$ cat src/rtl/apb5_regfile_completer.sv
// APB5 completer backing NUM_REGS software registers, each with a user side-band word.
// Supports programmable wait states, PPROT access checks, byte strobes and error responses.
module apb5_regfile_completer #(
  parameter int           ADDR_WIDTH      = 32,
  parameter int           DATA_WIDTH      = 32,
  parameter int           NUM_REGS        = 16,
  parameter int           WAIT_STATES     = 0,
  parameter int           USER_REQ_WIDTH  = 32,
  parameter int           USER_DATA_WIDTH = 32,
  parameter int           USER_RESP_WIDTH = 32,
  parameter logic [255:0] PRIV_MASK       = '0,
  parameter logic [255:0] SECURE_MASK     = '0
) (
  input  logic                           pclk,
  input  logic                           preset,
  input  logic [ADDR_WIDTH-1:0]          paddr,
  input  logic [2:0]                     pprot,
  input  logic                           pselx,
  input  logic                           penable,
  input  logic                           pwrite,
  input  logic [DATA_WIDTH-1:0]          pwdata,
  input  logic [DATA_WIDTH/8-1:0]        pstrb,
  input  logic                           pwakeup,
  input  logic [USER_REQ_WIDTH-1:0]      pauser,
  input  logic [USER_DATA_WIDTH-1:0]     pwuser,
  output logic                           pready,
  output logic [DATA_WIDTH-1:0]          prdata,
  output logic                           pslverr,
  output logic [USER_DATA_WIDTH-1:0]     pruser,
  output logic [USER_RESP_WIDTH-1:0]     pbuser,
  output logic [NUM_REGS*DATA_WIDTH-1:0] reg_q,
  output logic                           clk_req
);

  // Handshake: a transfer starts with a setup cycle (pselx=1, penable=0) seen in IDLE and
  // completes on the ACCESS cycle where pready=1; dropping pselx in ACCESS aborts it.
  localparam int BYTES = DATA_WIDTH / 8;
  localparam int OFFS  = $clog2(BYTES);
  localparam int UMAX  = (USER_REQ_WIDTH > USER_RESP_WIDTH) ? USER_REQ_WIDTH : USER_RESP_WIDTH;

  typedef enum logic {IDLE, ACCESS} state_t;

  state_t                     state_q, state_d;
  logic [3:0]                 cnt_q, cnt_d;
  logic [DATA_WIDTH-1:0]      regs  [NUM_REGS];
  logic [USER_DATA_WIDTH-1:0] uregs [NUM_REGS];

  logic [ADDR_WIDTH-1:0]      idx;
  logic                       in_range;
  logic                       prot_err;
  logic                       err;
  logic                       commit;
  logic [DATA_WIDTH-1:0]      rd_data;
  logic [USER_DATA_WIDTH-1:0] rd_user;
  logic [UMAX-1:0]            auser_ext;
  logic                       unused_bits;

  // Address decode, protection check and read mux in one pass over the register bank.
  always_comb begin
    idx      = paddr >> OFFS;
    in_range = 1'b0;
    prot_err = 1'b0;
    rd_data  = '0;
    rd_user  = '0;
    for (int i = 0; i < NUM_REGS; i++) begin
      if (idx == ADDR_WIDTH'(i)) begin
        in_range = 1'b1;
        prot_err = (PRIV_MASK[i] && !pprot[0]) || (SECURE_MASK[i] && pprot[1]);
        rd_data  = regs[i];
        rd_user  = uregs[i];
      end
    end
    err = !in_range || prot_err || (!pwrite && (pstrb != '0));
  end

  always_comb begin
    state_d = state_q;
    cnt_d   = cnt_q;
    pready  = (state_q == ACCESS) && penable && (cnt_q == 4'(WAIT_STATES));
    unique case (state_q)
      IDLE: begin
        if (pselx && !penable) begin
          state_d = ACCESS;
          cnt_d   = '0;
        end
      end
      ACCESS: begin
        if (!pselx || pready) begin
          state_d = IDLE;
        end else if (cnt_q < 4'(WAIT_STATES)) begin
          cnt_d = cnt_q + 4'd1;
        end
      end
      default: state_d = IDLE;
    endcase
  end

  // pselx is also required so that an abort coinciding with the final cycle never writes.
  assign commit = pready && pselx && pwrite && !err && (pstrb != '0);

  assign auser_ext   = UMAX'(pauser);
  assign unused_bits = ^{pprot[2], auser_ext};

  always_comb begin
    prdata  = '0;
    pslverr = 1'b0;
    pruser  = '0;
    pbuser  = '0;
    if (pready) begin
      pslverr = err;
      pbuser  = auser_ext[USER_RESP_WIDTH-1:0];
      if (!pwrite && !err) begin
        prdata = rd_data;
        pruser = rd_user;
      end
    end
  end

  always_ff @(posedge pclk) begin
    if (preset) begin
      state_q <= IDLE;
      cnt_q   <= '0;
      for (int i = 0; i < NUM_REGS; i++) begin
        regs[i]  <= '0;
        uregs[i] <= '0;
      end
    end else begin
      state_q <= state_d;
      cnt_q   <= cnt_d;
      if (commit) begin
        for (int i = 0; i < NUM_REGS; i++) begin
          if (idx == ADDR_WIDTH'(i)) begin
            for (int b = 0; b < BYTES; b++) begin
              if (pstrb[b]) regs[i][b*8 +: 8] <= pwdata[b*8 +: 8];
            end
            uregs[i] <= pwuser;
          end
        end
      end
    end
  end

  for (genvar g = 0; g < NUM_REGS; g++) begin : g_flat
    assign reg_q[g*DATA_WIDTH +: DATA_WIDTH] = regs[g];
  end

  assign clk_req = pwakeup | pselx | (state_q == ACCESS);

endmodule

$ cat config.mk
export PLATFORM = sky130hd
export DESIGN_NAME = apb5_regfile_completer
export DESIGN_NICKNAME = d
export VERILOG_FILES = /design/src/rtl/apb5_regfile_completer.sv
export SDC_FILE = /design/constraint.sdc
export NUM_CORES = 2
export LEC_CHECK = 0
export ABC_AREA = 1
export CAP_MARGIN = 20
export CORE_MARGIN = 1
export CORE_UTILIZATION = 55
export DETAILED_ROUTE_END_ITERATION = 7
export MAX_ROUTING_LAYER = met4
export PLACE_DENSITY = 0.8
export SLEW_MARGIN = 5
export SYNTH_ARGS = -nofsm -noshare
export SYNTH_HDL_FRONTEND = slang
export SYNTH_SLANG_ARGS = --single-unit
$ cat constraint.sdc
create_clock -name pclk -period 6 [get_ports pclk]
set_input_delay 1.2 -clock pclk [delete_from_list [all_inputs] [get_ports pclk]]
set_output_delay 1.2 -clock pclk [all_outputs]
set_load 0.005 [all_outputs]
# Word level (Yosys, flattened, before mapping)
# Memory sizes are Yosys's and may differ from the RTL's.
# Index checks and enable logic that the tools add are counted.
[op_classes]
n_mux = 466
bitwise = 83
n_addsub = 1
magnitude_cmp = 1
reduce_logical = 20
eq_ne = 18
[ops]
columns = ["operator", "count"]
rows = [
  ["$mux W32", 53],
  ["$mux W8", 64],
  ["$mux W1", 344],
  ["$eq A30 B4 Y1 const B", 8],
  ["$eq A30 B3 Y1 const B", 4],
  ["$or A1 B1 Y1", 82],
  ["$eq A30 B2 Y1 const B", 2],
  ["$logic_not A32 Y1", 1],
  ["$eq A30 B1 Y1 const B", 1],
  ["$mux W4", 3],
  ["$logic_and A1 B1 Y1", 9],
  ["$pmux W4 S2", 1],
  ["$logic_not A1 Y1", 5],
  ["$add A4 B1 Y4 const B", 1],
  ["$logic_not A4 Y1", 1],
  ["$lt A4 B1 Y1 const B", 1],
  ["$ne A2 B2 Y1 const B", 2],
  ["$reduce_bool A4 Y1", 1],
  ["$reduce_and A3 Y1", 1],
  ["$logic_or A1 B1 Y1", 2],
  ["$ne A2 B1 Y1 const B", 1],
  ["$pmux W1 S2", 1],
  ["$not A1 Y1", 1],
]
[totals]
output_inout_bits = 611
regBits = 5
inputBits = 141
mem_bits_rw = 1024
word_cells = 593
mem_count = 2
[mem_list]
columns = ["name", "words", "word_bits", "rd", "rd_clocked_by_memory_dff", "write_ports", "line_no", "text"]
rows = [
  ["regs", 16, 32, 16, 0, 16, "45", "logic [DATA_WIDTH-1:0] regs [NUM_REGS];"],
  ["uregs", 16, 32, 16, 0, 16, "46", "logic [USER_DATA_WIDTH-1:0] uregs [NUM_REGS];"],
]

# Logic depth before layout (Yosys ltp)
[depth]
ltp_word = 26
depth_mapped = 24
depth_no_buf = 23

# Worst setup path before layout
# No wires, ideal clock.
[synth_timing]
path_kind = "input to register"
startpoint = "input paddr[21]"
endpoint = "memory uregs[11][4], in the netlist uregs[1][100], enable pin"
t_arrival_ns = 5.009
setup_time_ns = 0.466
setup_slack_ns = 0.526
required_ns = 5.534
n_path_buf = 1
stages = 14
cell_sequence = "nor2_1 > nand2_1 > nor2_2 > nand3_2 > nor2_1 > nand2_1 > nand2_2 > nor4_1 > nand3_1 > o21ai_1 > nor3_2 > buf_4 > inv_1 > o21ai_0"
[synth_rtl]
columns = ["element", "line_no", "text"]
rows = [
  ["from (decl)", "16", "input logic [ADDR_WIDTH-1:0] paddr,"],
  ["to (decl)", "46", ""],
]

# Worst setup path after layout
[layout_timing]
startpoint = "input paddr[15]"
endpoint = "output prdata[11]"
[layout_between]
elab_chain_len = 23
word_cells_on_any_way = 54
cone_classes = "15 x eq/ne; 34 x mux; 5 x reduce/logical"
[layout_lines]
columns = ["element", "line_no", "text"]
rows = [
  ["$logic_not A32 Y1", "66", "if (idx == ADDR_WIDTH'(i)) begin"],
  ["$mux W1 (16 in a row)", "66", ""],
  ["$logic_not A1 Y1", "73", "err = !in_range || prot_err || (!pwrite && (pstrb != '0));"],
  ["$logic_or A1 B1 Y1", "73", ""],
  ["$logic_not A1 Y1", "112", "if (!pwrite && !err) begin"],
  ["$logic_and A1 B1 Y1", "112", ""],
  ["$mux W32 (*)", "112", ""],
  ["$mux W32 (*)", "109", "if (pready) begin"],
  ["to (decl)", "27", "output logic [DATA_WIDTH-1:0] prdata,"],
]
# Every way passes the cells marked *; elsewhere a longest branch is shown, timed or not.

==> flow_metrics.tcl <==
set metrics [dict create \
    area_delta_synth_final_pct 26.6 \
    r2r-end "uregs[1][142]$_DFFE_PP_" \
    synth_edf_count 1024 \
    worst-path-buf-inv 5 \
    cts_tree "done" \
    layout.nets 6012 \
    synth_area_um2 48300 \
    first_iter_violations 4411 \
    start_util_pct 55.6 \
    hold_depth 2 \
    max-slew-margin-rel_pct 34.4 \
    layout_min_cycle_time_ns 5.82 \
    whs_ns 1.06 \
    synth_fp_nets 5361 \
    rsz0062_at_grt "no" \
    chipWidth_um 298 \
    leakage_nw 24.6 \
    cp_slowest_cell "clkdlybuf4s50_1" \
    rows 108 \
    hold_path_class "in -> reg" \
    via_per_inst 5.69 \
    grt_start_max_net_pins 127 \
    clock_sinks 1025 \
    overflow 0 \
    timing.critical_path.mode_cell "nand2_1" \
    antenna_left 0 \
    grt_pass1_vias 39269 \
    yosys_register_bits 1025 \
    reg2regPathDepth 7 \
    drive_gt1_share_pct 7.71 \
    arrival_ns 4.62 \
    dieArea_um2 89000 \
    yosys-top-cells-count "nand2_1, edfxtp_1, nor2_1, inv_1, clkbuf_1" \
    ys_seq_area_share_pct 63.7 \
    antenna_found_initial 8 \
    synth.most_common_cell "nand2_1" \
    rr_startpoint "state_q$_SDFF_PP0_" \
    yosysWarnings 0 \
    crit_start "paddr[15]" \
    dr.pass1.iters 5 \
    cts_root_buffer "clkbuf_16" \
    p_total_mw 16.4 \
    drc 0 \
    clock.fmax_mhz 172 \
    tns_ns 0 \
    die_h_um 298 \
    start_kind "primary input" \
    crit_required_ns 4.80 \
    clk_pin_slew_ns 0.06 \
    final-instance-count-excl-fill 7114 \
    ys_top_cells_by_area "edfxtp_1, nand2_1, nor2_1, inv_1, o21ai_0" \
    synthArstFlopShare_pct 0 \
    yosysTopAreaCellShare_pct 63.6 \
    synth_ff_type "edfxtp_1" \
    cpPeakStageDelay_ns 0.56 \
    ios 752 \
    critical_path.top_delay_family "simple AND/OR/NAND/NOR gates" \
    hold_viol_final 0 \
    slew_viol_final 0 \
    cts_buffers 103 \
    wl_um 179000 \
    finalWeightedCongestion 1.01 \
    critPathMaxFanout 18 \
    crit_chain "clkdlybuf4s50_1 > nor2_1 > nand2_1 > inv_1 > nand2_1 > nor2_4 > nand2_4 > inv_2 > buf_12 > nand2_1 > nand3_1 > nand2_1 > nand3b_1 > nand2_1 > nand2_1 > nand2_1 > nand2_1 > nand2_1 > nand2_1 > nand2_1 > nand2_1 > a21oi_1 > nor2_1 > clkdlybuf4s50_1" \
    insertion_delay_ns 0.72 \
    portBuffers 746 \
    setup.worst_path.end "prdata[11]" \
    cts.htree.levels 3 \
    fin_skew_ns 0.0649 \
    vias 40479 \
    cellPowerDensity_nw_per_um2 268 \
    seqCellArea_um2 30800 \
    dpl.cell_count 6918 \
    wl_per_cell_um 25.2 \
    fin_crit_sh_pct 97.0 \
    worst_pin_slew_ns 0.981 \
    hpwl_um 132000 \
    irDropWorstVdd_uv 272 \
    syn_avg_cell_area_um2 9.26 \
    multiInputGateArea_um2 14000 \
    yosys.area.top_type "edfxtp_1" \
    status "completed" \
    crit_cells 24 \
    finalSetupViolCount 0 \
    worst_slack_ns 0.179 \
    pre_cts_slack_ns -0.169 \
    design.core.area_um2 86900 \
    cap_violations 0 \
    track_usage_pct 41.0 \
    fill_cells 6325 \
    worst-setup-path-type "in -> out" \
    clockBufferDepth 3 \
    yosysUniqueCellTypes 34 \
    crit_path_end_kind "output pin" \
    syn_inst 5220 \
    grt_pass1_wl_um 256000 \
    r2r_slack_ns 3.01 \
]
==> registers in the layout, indices dropped and copies added (netlist names) <==
| register | cells |
|---|---|
| state_q | 1 |
| regs | 512 |
| uregs | 512 |
==> layout make-up <==
class | instances | area share (%)
diodes | 7 | 0.0286
flip-flops and latches | 1025 | 50.3
clock inverters | 72 | 1.41
inverters | 606 | 3.73
well taps | 1155 | 2.36
clock buffers | 114 | 4.28
repair buffers | 884 | 14.9
multi-input cells | 3251 | 22.9
==> power breakdown <==
part / leakage (nW) / switching (mW) / internal [mW]
Clock: 1.69 / 2.89 / 3.77
Sequential: 9.78 / 0.258 / 8.34
Combinational: 13.1 / 0.658 / 0.483
Total: 24.6 / 3.80 / 12.6
==> layout by cell type, fill, tap and decap left out, types with 15 or more instances in the layout <==
| master | n |
|---|---|
| nand2_1 | 1594 |
| edfxtp_1 | 1024 |
| nor2_1 | 869 |
| clkdlybuf4s50_1 | 744 |
| inv_1 | 588 |
| o21ai_0 | 236 |
| nand3_1 | 170 |
| a21oi_1 | 117 |
| clkbuf_16 | 103 |
| buf_4 | 86 |
| o211ai_1 | 58 |
| or2_2 | 56 |
| buf_12 | 50 |
| nand3_2 | 28 |
| clkinv_1 | 26 |
| a31o_2 | 24 |
| clkinv_2 | 23 |
| nand3b_1 | 22 |
| inv_2 | 15 |
==> per-stage QoR <==
stage / area [um^2] / utilization, %
after floorplan: 48300 / -
after global placement: 57600 / 66.3
after detailed placement: 57600 / 66.3
after CTS: 61100 / 70.3
after global routing: 61200 / 70.4
final: 61200 / 70.4
==> repair_timing <==
action	4_1_cts	5_1_grt
pin swaps	1	2
buffers inserted	2	1
resized for setup	4	11
endpoints found under the setup margin	12	57
hold buffers	0	0
==> worst min-delay path by stage <==
stage | start | endpoint
3_3_place_gp | state_q$_SDFF_PP0_ | uregs[0][90]$_SDFFCE_PN0P_
2_1_floorplan | state_q$_SDFF_PP0_ | regs[0][49]$_SDFFCE_PN0P_
4_1_cts | penable | state_q$_SDFF_PP0_
6_report | penable | state_q$_SDFF_PP0_
5_1_grt | penable | state_q$_SDFF_PP0_
3_5_place_dp | state_q$_SDFF_PP0_ | uregs[0][90]$_SDFFCE_PN0P_
==> kinds of logic after synthesis <==
| kind of cell | synth area share [%] |
|---|---|
| and+or+nand+nor | 23.4 |
| DFF | 63.7 |
| buffers and inverters | 7.56 |
| AOI/OAI and AO/OA | 5.35 |
==> metal layers <==
layer	track usage [%]	vias to the layer above	share of wire, %
met4	22.7	0	6.7
li1	-	18069	-
met5	-	-	0
met3	12.0	556	12
met2	67.4	2478	49
met1	44.4	19376	33
==> worst reg2reg max path: stages (launching register included) <==
cell and delay, ns:
dfxtp_1 0.33, nand2_1 0.23, buf_4 0.36, nor3_4 0.51, buf_4 0.26, inv_1 0.19, o21ai_2 0.55, buf_12 0.26
Note: power is estimated with default switching activity, not from simulation.
